## src/rtl/pipeline_stage_reg.sv

```systemverilog
// pipeline_stage_reg: valid/ready stage register with optional skid buffer, flush and flush counter
module pipeline_stage_reg #(
    parameter int CTRL_W   = 12,
    parameter int DATA_W   = 128,
    parameter int SKID     = 1,
    parameter int CLR_DATA = 0,
    parameter int CNT_W    = 16
) (
    input  logic              clk,
    input  logic              rst,
    input  logic              flush,
    input  logic              in_valid,
    output logic              in_ready,
    input  logic [CTRL_W-1:0] in_ctrl,
    input  logic [DATA_W-1:0] in_data,
    output logic              out_valid,
    input  logic              out_ready,
    output logic [CTRL_W-1:0] out_ctrl,
    output logic [DATA_W-1:0] out_data,
    output logic [CNT_W-1:0]  flush_cnt
);
    logic              main_v, skid_v, rdy_q, acc, con;
    logic [CTRL_W-1:0] main_ctrl, skid_ctrl;
    logic [DATA_W-1:0] main_data, skid_data;
    assign in_ready  = (SKID != 0) ? (rdy_q && !rst) : (out_ready || !main_v);
    assign acc       = in_valid && in_ready;
    assign con       = main_v && out_ready;
    assign out_valid = main_v;
    assign out_ctrl  = main_v ? main_ctrl : '0;
    assign out_data  = main_data;
    always_ff @(posedge clk) begin
        if (rst) begin
            main_v    <= 1'b0;
            skid_v    <= 1'b0;
            rdy_q     <= 1'b1;
            main_ctrl <= '0;
            main_data <= '0;
            skid_ctrl <= '0;
            skid_data <= '0;
            flush_cnt <= '0;
        end else begin
            if (flush && main_v && !(&flush_cnt))
                flush_cnt <= flush_cnt + CNT_W'(1);
            if (flush) begin
                main_v    <= 1'b0;
                skid_v    <= 1'b0;
                rdy_q     <= 1'b1;
                main_ctrl <= '0;
                if (CLR_DATA != 0)
                    main_data <= '0;
            end else begin
                if (acc && (!main_v || con)) begin
                    main_v    <= 1'b1;
                    main_ctrl <= in_ctrl;
                    main_data <= in_data;
                end else if (acc) begin
                    skid_v    <= 1'b1;
                    skid_ctrl <= in_ctrl;
                    skid_data <= in_data;
                end else if (con && skid_v) begin
                    main_ctrl <= skid_ctrl;
                    main_data <= skid_data;
                    skid_v    <= 1'b0;
                end else if (con) begin
                    main_v <= 1'b0;
                end
                rdy_q <= !(skid_v ? !con : (main_v && acc && !con));
            end
        end
    end
endmodule
```

## config.mk

```make
export PLATFORM = sky130hd
export DESIGN_NAME = pipeline_stage_reg
export DESIGN_NICKNAME = d
export VERILOG_FILES = /design/src/rtl/pipeline_stage_reg.sv
export SDC_FILE = /design/constraint.sdc
export NUM_CORES = 1
export LEC_CHECK = 0
export CAP_MARGIN = 5
export CELL_PAD_IN_SITES_DETAIL_PLACEMENT = 0
export CELL_PAD_IN_SITES_GLOBAL_PLACEMENT = 2
export CORE_UTILIZATION = 30
export DETAILED_ROUTE_END_ITERATION = 8
export GPL_TIMING_DRIVEN = 0
export PLACE_DENSITY_LB_ADDON = 0.1
export SETUP_SLACK_MARGIN = 0.15
export SLEW_MARGIN = 20
export SYNTH_ARGS = -nofsm -noshare
export SYNTH_HDL_FRONTEND = slang
export SYNTH_SLANG_ARGS = --single-unit
export TNS_END_PERCENT = 10
```

## constraint.sdc

```tcl
create_clock -name clk -period 5 [get_ports clk]
set_input_delay 1.5 -clock clk [delete_from_list [all_inputs] [get_ports clk]]
set_output_delay 1.5 -clock clk [all_outputs]
set_load 0.01 [all_outputs]
```

Yosys cells after proc, flatten, opt, wreduce, memory -nomap -nowiden
Index checks and enable logic that the tools add are counted.

operators by class
  multipliers = 0
  $add $sub $neg = 1
  reduce and logical (&&, ||, !) cells = 25
  magnitude comparators = 0
  eq/ne operators = 2
  div/mod/pow operators = 0
  shift-type cells = 0
  bitwise operators = 2
  mux-type cells = 14

operator list
  cell                                            count
  2-to-1 mux 128 bit                              3
  2-to-1 mux 12 bit                               4
  adder 16 x 1 -> 16 bit (second input constant)  1
  AND reduction 16 bit                            1
  logical AND 1 bit                               9
  AND reduction 3 bit                             3
  2-to-1 mux 1 bit                                7
  nonzero test 2 bit                              3
  logical NOT 1 bit                               5
  AND reduction 2 bit                             2
  != test 2 x 1 -> 1 bit (second input constant)  1
  != test 2 bit (second input constant)           1
  inverter 1 bit                                  2
  OR reduction 2 bit                              1
  logical OR 1 bit                                1

word-level totals
  ROM bits = 0
  output and inout bits = 158
  logic and storage cells = 52
  memories = 0
  bits in latches = 0
  input bits = 145
  bits in writable memories = 0
  flip-flop bits (word level) = 299

Longest topological paths before layout
Gate-level depths: netlist of the first run.

  word-level depth = 7
  mapped depth = 7
  gate-level depth less buffers = 5

Worst setup path after synthesis of the first run
Ideal clock, no wire load.

  kind = input to output
  start point = in rst
  end point = out in_ready
  required time = 3500 ps
  data arrival time = 1901 ps
  path buffers = 1
  stages on the path = 2
  setup slack = 1599 ps
  cells stage by stage = buf_2 nor2b_1

between the ends
  longest elaborated chain between the ends = 2

ends and longest elaborated chain
  element            line  RTL
  start, declared    10    input logic rst,
  logical NOT 1 bit  25    assign in_ready = (SKID != 0) ? (rdy_q && !rst) : (out_ready || !main_v);
  logical AND 1 bit  25
  end, declared      13    output logic in_ready,

No other way between the ends.

Worst setup path after layout of the first run
Same ends and word-level chain as after synthesis.

==> results of run 1 <==
==> where the power goes <==
group / switching (mW) / leakage (nW) / internal, mW / total [mW]
clock: 1.05 / 0.605 / 1.68 / 2.73
sequential: 0.0351 / 2.42 / 2.44 / 2.48
combinational: 0.307 / 2.40 / 0.269 / 0.576
==> metrics by stage <==
| stage | instances | setup slack (ps) | cell area [um2] | total power [mW] |
|---|---|---|---|---|
| 6_report | 2407 | 522 | 16900 | 5.78 |
| 5_1_grt | 2406 | 462 | 16900 | 6.02 |
| 4_1_cts | 2404 | 523 | 16900 | 5.87 |
| 3_5_place_dp | 2342 | 460 | 15700 | 3.11 |
| 3_3_place_gp | 2342 | 525 | 15700 | 3.11 |
| 2_1_floorplan | 1523 | 1600 | 12000 | 2.75 |
==> per-layer routing <==
metal  GRT usage [%]  vias up  routed length, um
met5           0.357        -                 13
met4            7.77        2               1190
met3            4.31       72               2540
met2            33.2      337              19600
met1            28.8     5586              20500
li1                -     5988                  -
==> worst max-delay path: cells and delay by family <==
kind	cells	cell delay (ps)
buf+inv	3	1220
simple gates	1	260
==> cell usage in the layout (no fill, tap or decap), types with 5 or more instances in the layout <==
cell / n
buf_2: 45
nor2_1: 16
a311oi_1: 128
and2_1: 12
mux2i_1: 12
o31ai_1: 6
clkbuf_16: 39
clkbuf_8: 11
dfxtp_1: 299
buf_1: 6
o21ai_0: 6
a21oi_1: 281
nor2b_1: 5
nand2_1: 542
nand3_1: 12
nor3_1: 6
or4_1: 7
clkdlybuf4s50_1: 301
a211oi_1: 12
clkbuf_1: 99
==> registers in the layout, summed over array words and instances (netlist names) <==
register,flops
out_valid,1
main_ctrl,12
out_data,128
skid_data,128
skid_ctrl,12
skid_v,1
rdy_q,1
flush_cnt,16
==> kinds of logic after synthesis <==
kind of cell	share of synthesized area (%)
flip-flops	49.9
AND/OR/NAND/NOR	20.9
multiplexers	1.19
adder cells (fa/ha/maj)	0.104
AO/OA/AOI/OAI	22.9
buffers and inverters	5.06
==> path summary, 6_finish.rpt <==
check | from | cells after the start | endpoint
worst max-delay path | rst | 4 | in_ready
worst min-delay path | skid_data[67] | 2 | skid_data[67]
worst max register to register | rdy_q | 6 | skid_data[109]
worst min register to register | skid_data[67] | 2 | skid_data[67]
==> final cells by class <==
type / instances / share of cell area [%]
flip-flops and latches: 299 / 35.4
multi-input cells: 1077 / 32.0
repair buffers: 301 / 17.8
clock buffers: 57 / 6.82
well taps: 518 / 3.83
plain buffers: 143 / 3.51
clock inverters: 5 / 0.481
inverters: 4 / 0.0888
diodes: 3 / 0.0444
==> flow_summary.json, run 1 <==
{
  "grt_antenna_before_repair": 5,
  "synth.area.top_cells": "dfxtp_1 (50%), nand2_1 (17%), a21oi_1 (12%)",
  "vias_per_cell": 4.98,
  "slew_headroom_pct": 22.4,
  "setup_violations": 0,
  "area_growth_syn_to_layout_pct": 40.8,
  "cts_hold_buf": 0,
  "cp-end-kind": "output port",
  "crit_chain": "clkdlybuf4s50_1, buf_2, nor2b_1, clkdlybuf4s50_1",
  "grt_pass1_vias": 11665,
  "clock_skew_ps": 30.6,
  "finalSetupTns_ps": 0,
  "crit_type": "input port to output port",
  "drc": 0,
  "die_area_um2": 40800,
  "ys_seq_elements": 299,
  "cpPeakStageDelay_ps": 590,
  "max_freq_ghz": 0.223,
  "drt_iter0_drc": 700,
  "core-area_um2": 39100,
  "cts_buffers": 37,
  "worst_pin_slew_ps": 1160,
  "grt_first_pass_wirelength_mm": 67.6,
  "clock_latency_ps": 540,
  "hold_path.class": "flip-flop to flip-flop",
  "fin_nets": 2009,
  "cts_buffer_depth": 3,
  "cts-root-buf": "clkbuf_16",
  "crit_path_start_kind": "input port",
  "fin_hold_ws_ps": 453,
  "synthArstFlopShare_pct": 0,
  "power_density_nw_per_um2": 342,
  "totalWireLength_mm": 43.8,
  "ctsResizeCount": 0,
  "cts_setup_buffers": 0,
  "slowest_stage": "clkdlybuf4s50_1",
  "place_congestion": 0.749,
  "routedWlPerCell_um": 18.2,
  "leakage_nw": 5.42,
  "cts.sink_count": 299,
  "final-hold-violation-count": 0,
  "synthDistinctLibCells": 39,
  "drv_slew": 0,
  "maxCapViolCount": 0,
  "placement.io_buffers": 301,
  "synth_ff_type": "dfxtp_1",
  "synth_edf_count": 0,
  "grt_max_degree": 12,
  "synth_fp_nets": 1669,
  "fin_util_pct": 43.3,
  "dr.pass1.iters": 5,
  "multiInputGateArea_um2": 5410,
  "track_usage_pct": 21.3,
  "dp_hpwl_mm": 30.3,
  "h-tree-depth": 2,
  "r2r_slack_ps": 2250,
  "crit_path_max_fanout": 10,
  "ys_warn_count": 0,
  "synth_area_um2": 12000,
  "grt_overflow_total": 0,
  "fin_crit_ps": 4480,
  "vias": 11985,
  "yosysTopAreaCell": "dfxtp_1",
  "cts_tree": "done",
  "ys_seq_area_share_pct": 49.9,
  "irDropWorstVdd_uv": 189,
  "fin_crit_sh_pct": 89.6,
  "synth.most_common_cell": "nand2_1",
  "ff_latch_area_um2": 5990,
  "die_y_um": 202,
  "cp_data_arrival_time_ps": 2980,
  "antenna_left": 0,
  "fp-row-count": 72,
  "initial_utilization_pct": 30.7,
  "ios": 303,
  "clk_pin_slew_ps": 60,
  "status": "finished clean",
  "path_common_cell": "clkdlybuf4s50_1",
  "die_w_um": 202,
  "rsz0062_at_grt": "false",
  "synth_common_cells": "nand2_1 (542), dfxtp_1 (299), a21oi_1 (281)",
  "fillers": 3964,
  "required_ps": 3500,
  "yosys.area.top_type_share_pct": 49.9,
  "synth_cells": 1523,
  "syn_area_per_cell_um2": 7.88,
  "drive_gt1_share_pct": 5.73
}
Power figures use the tool's default switching activity.
==> inputs of run 2 (changes only) <==
--- a/config.mk
+++ b/config.mk
@@ -8,7 +8,9 @@
 export CAP_MARGIN = 5
 export CELL_PAD_IN_SITES_DETAIL_PLACEMENT = 0
 export CELL_PAD_IN_SITES_GLOBAL_PLACEMENT = 2
+export CORE_MARGIN = 1
 export CORE_UTILIZATION = 30
+export CTS_BUF_LIST = sky130_fd_sc_hd__clkbuf_16
 export DETAILED_ROUTE_END_ITERATION = 8
 export GPL_TIMING_DRIVEN = 0
 export PLACE_DENSITY_LB_ADDON = 0.1
==> flow_summary.json, run 2 (synthesis results as in run 1) <==
{
  "status": "finished clean",
  "required_ps": 3500,
  "grt_antenna_before_repair": 5,
  "die_y_um": 202,
  "dr.pass1.iters": 5,
  "fin_crit_ps": 4480,
  "grt_overflow_total": 0,
  "crit_path_max_fanout": 10,
  "vias_per_cell": 4.97,
  "ctsResizeCount": 0,
  "drive_gt1_share_pct": 5.14,
  "drv_slew": 0,
  "placement.io_buffers": 301,
  "timing.final.ws_setup_ps": 520,
  "clock_skew_ps": 28.2,
  "reg2regPathDepth": 6,
  "crit_type": "input port to output port",
  "finalSetupTns_ps": 0,
  "cp_data_arrival_time_ps": 2980,
  "cts.sink_count": 299,
  "clock_latency_ps": 540,
  "core-area_um2": 39100,
  "cts_tree": "done",
  "antenna_left": 0,
  "drt_iter0_drc": 668,
  "maxCapViolCount": 0,
  "final_cell_mix": "nand2_1 (542), clkdlybuf4s50_1 (301), dfxtp_1 (299)",
  "clk_pin_slew_ps": 60,
  "power_density_nw_per_um2": 333,
  "routedWlPerCell_um": 18.2,
  "leakage_nw": 5.39,
  "grt_first_pass_wirelength_mm": 67.6,
  "min_path_cells": 2,
  "grt_max_degree": 12,
  "mostFrequentLayoutCell": "nand2_1",
  "place_ws_ps": 460,
  "slew_headroom_pct": 22.3,
  "grt_pass1_vias": 11671,
  "max_freq_ghz": 0.223,
  "fp-row-count": 72,
  "track_usage_pct": 21.2,
  "cts-root-buf": "clkbuf_16",
  "cp-end-kind": "output port",
  "fin_nets": 2009,
  "crit_path_start_kind": "input port",
  "place_congestion": 0.749,
  "cts_buffer_depth": 3,
  "area_growth_syn_to_layout_pct": 39.9,
  "cts_buffers": 37,
  "vias": 11951,
  "drc": 0,
  "fin_hold_ws_ps": 453,
  "dp_hpwl_mm": 30.3,
  "h-tree-depth": 2,
  "ios": 303,
  "setup_violations": 0,
  "hold_path.class": "flip-flop to flip-flop",
  "initial_utilization_pct": 30.7,
  "die_w_um": 202,
  "final-hold-violation-count": 0,
  "totalWireLength_mm": 43.9,
  "cts_hold_buf": 0,
  "cts_setup_buffers": 0,
  "die_area_um2": 40800,
  "fin_crit_sh_pct": 89.6,
  "irDropWorstVdd_uv": 183,
  "p_total_mw": 5.59,
  "worst_pin_slew_ps": 1170,
  "rsz0062_at_grt": "false"
}
==> run 2: cell count changes in the layout (fill, tap and decap cells not counted) <==
cell / previous run / this run
clkbuf_1: 99 / 92
clkbuf_8: 11 / 0
clkinv_1: 0 / 11
inv_1: 4 / 11
==> run 2: metrics by stage <==
stage	area, um2	std cells	util [%]
after floorplan	12000	1523	-
after global placement	15700	2342	40.1
after detailed placement	15700	2342	40.1
after CTS	16800	2404	42.9
after global routing	16800	2406	43.0
final	16800	2407	43.0
==> run 2: report_power, final <==
part | internal (mW) | leakage (nW) | total (mW) | switching (mW)
Sequential | 2.44 | 2.42 | 2.48 | 0.0349
Clock | 1.50 | 0.572 | 2.54 | 1.04
Combinational | 0.269 | 2.40 | 0.576 | 0.307
Total | 4.21 | 5.39 | 5.59 | 1.39
==> run 2: routing by layer <==
layer	up-vias	share of wire (%)	global-route usage [%]
met5	-	0.030	0.357
met3	73	5.7	4.31
met1	5580	47	28.8
met4	2	2.7	7.77
li1	5982	-	-
met2	314	45	33.2
==> run 2: cell type report <==
class,instances,area [um2]
flip-flops and latches,299,5990
inverters,4,15.0
clock inverters,23,149
repair buffers,301,3010
fillers,3971,22300
plain buffers,143,593
clock buffers,39,976
multi-input cells,1077,5410
diodes,3,7.51
well taps,518,648
==> run 2: worst max-delay path: stages <==
cell and delay, ps:
clkdlybuf4s50_1 430, buf_2 200, nor2b_1 260, clkdlybuf4s50_1 590
==> run 2: worst paths after layout <==
path	endpoint	slack, ps	start
setup reg to reg	skid_data[109]	2210	rdy_q
hold reg to reg	skid_data[125]	450	skid_data[125]
setup / recovery	in_ready	520	rst
hold / removal	skid_data[125]	450	skid_data[125]
==> inputs of run 3 (changes only) <==
--- a/config.mk
+++ b/config.mk
@@ -19,4 +19,4 @@
 export SYNTH_ARGS = -nofsm -noshare
 export SYNTH_HDL_FRONTEND = slang
 export SYNTH_SLANG_ARGS = --single-unit
-export TNS_END_PERCENT = 10
+export TNS_END_PERCENT = 30
==> results of run 3 <==
No change in the layout: final DEF, timing and power equal those of run 2.
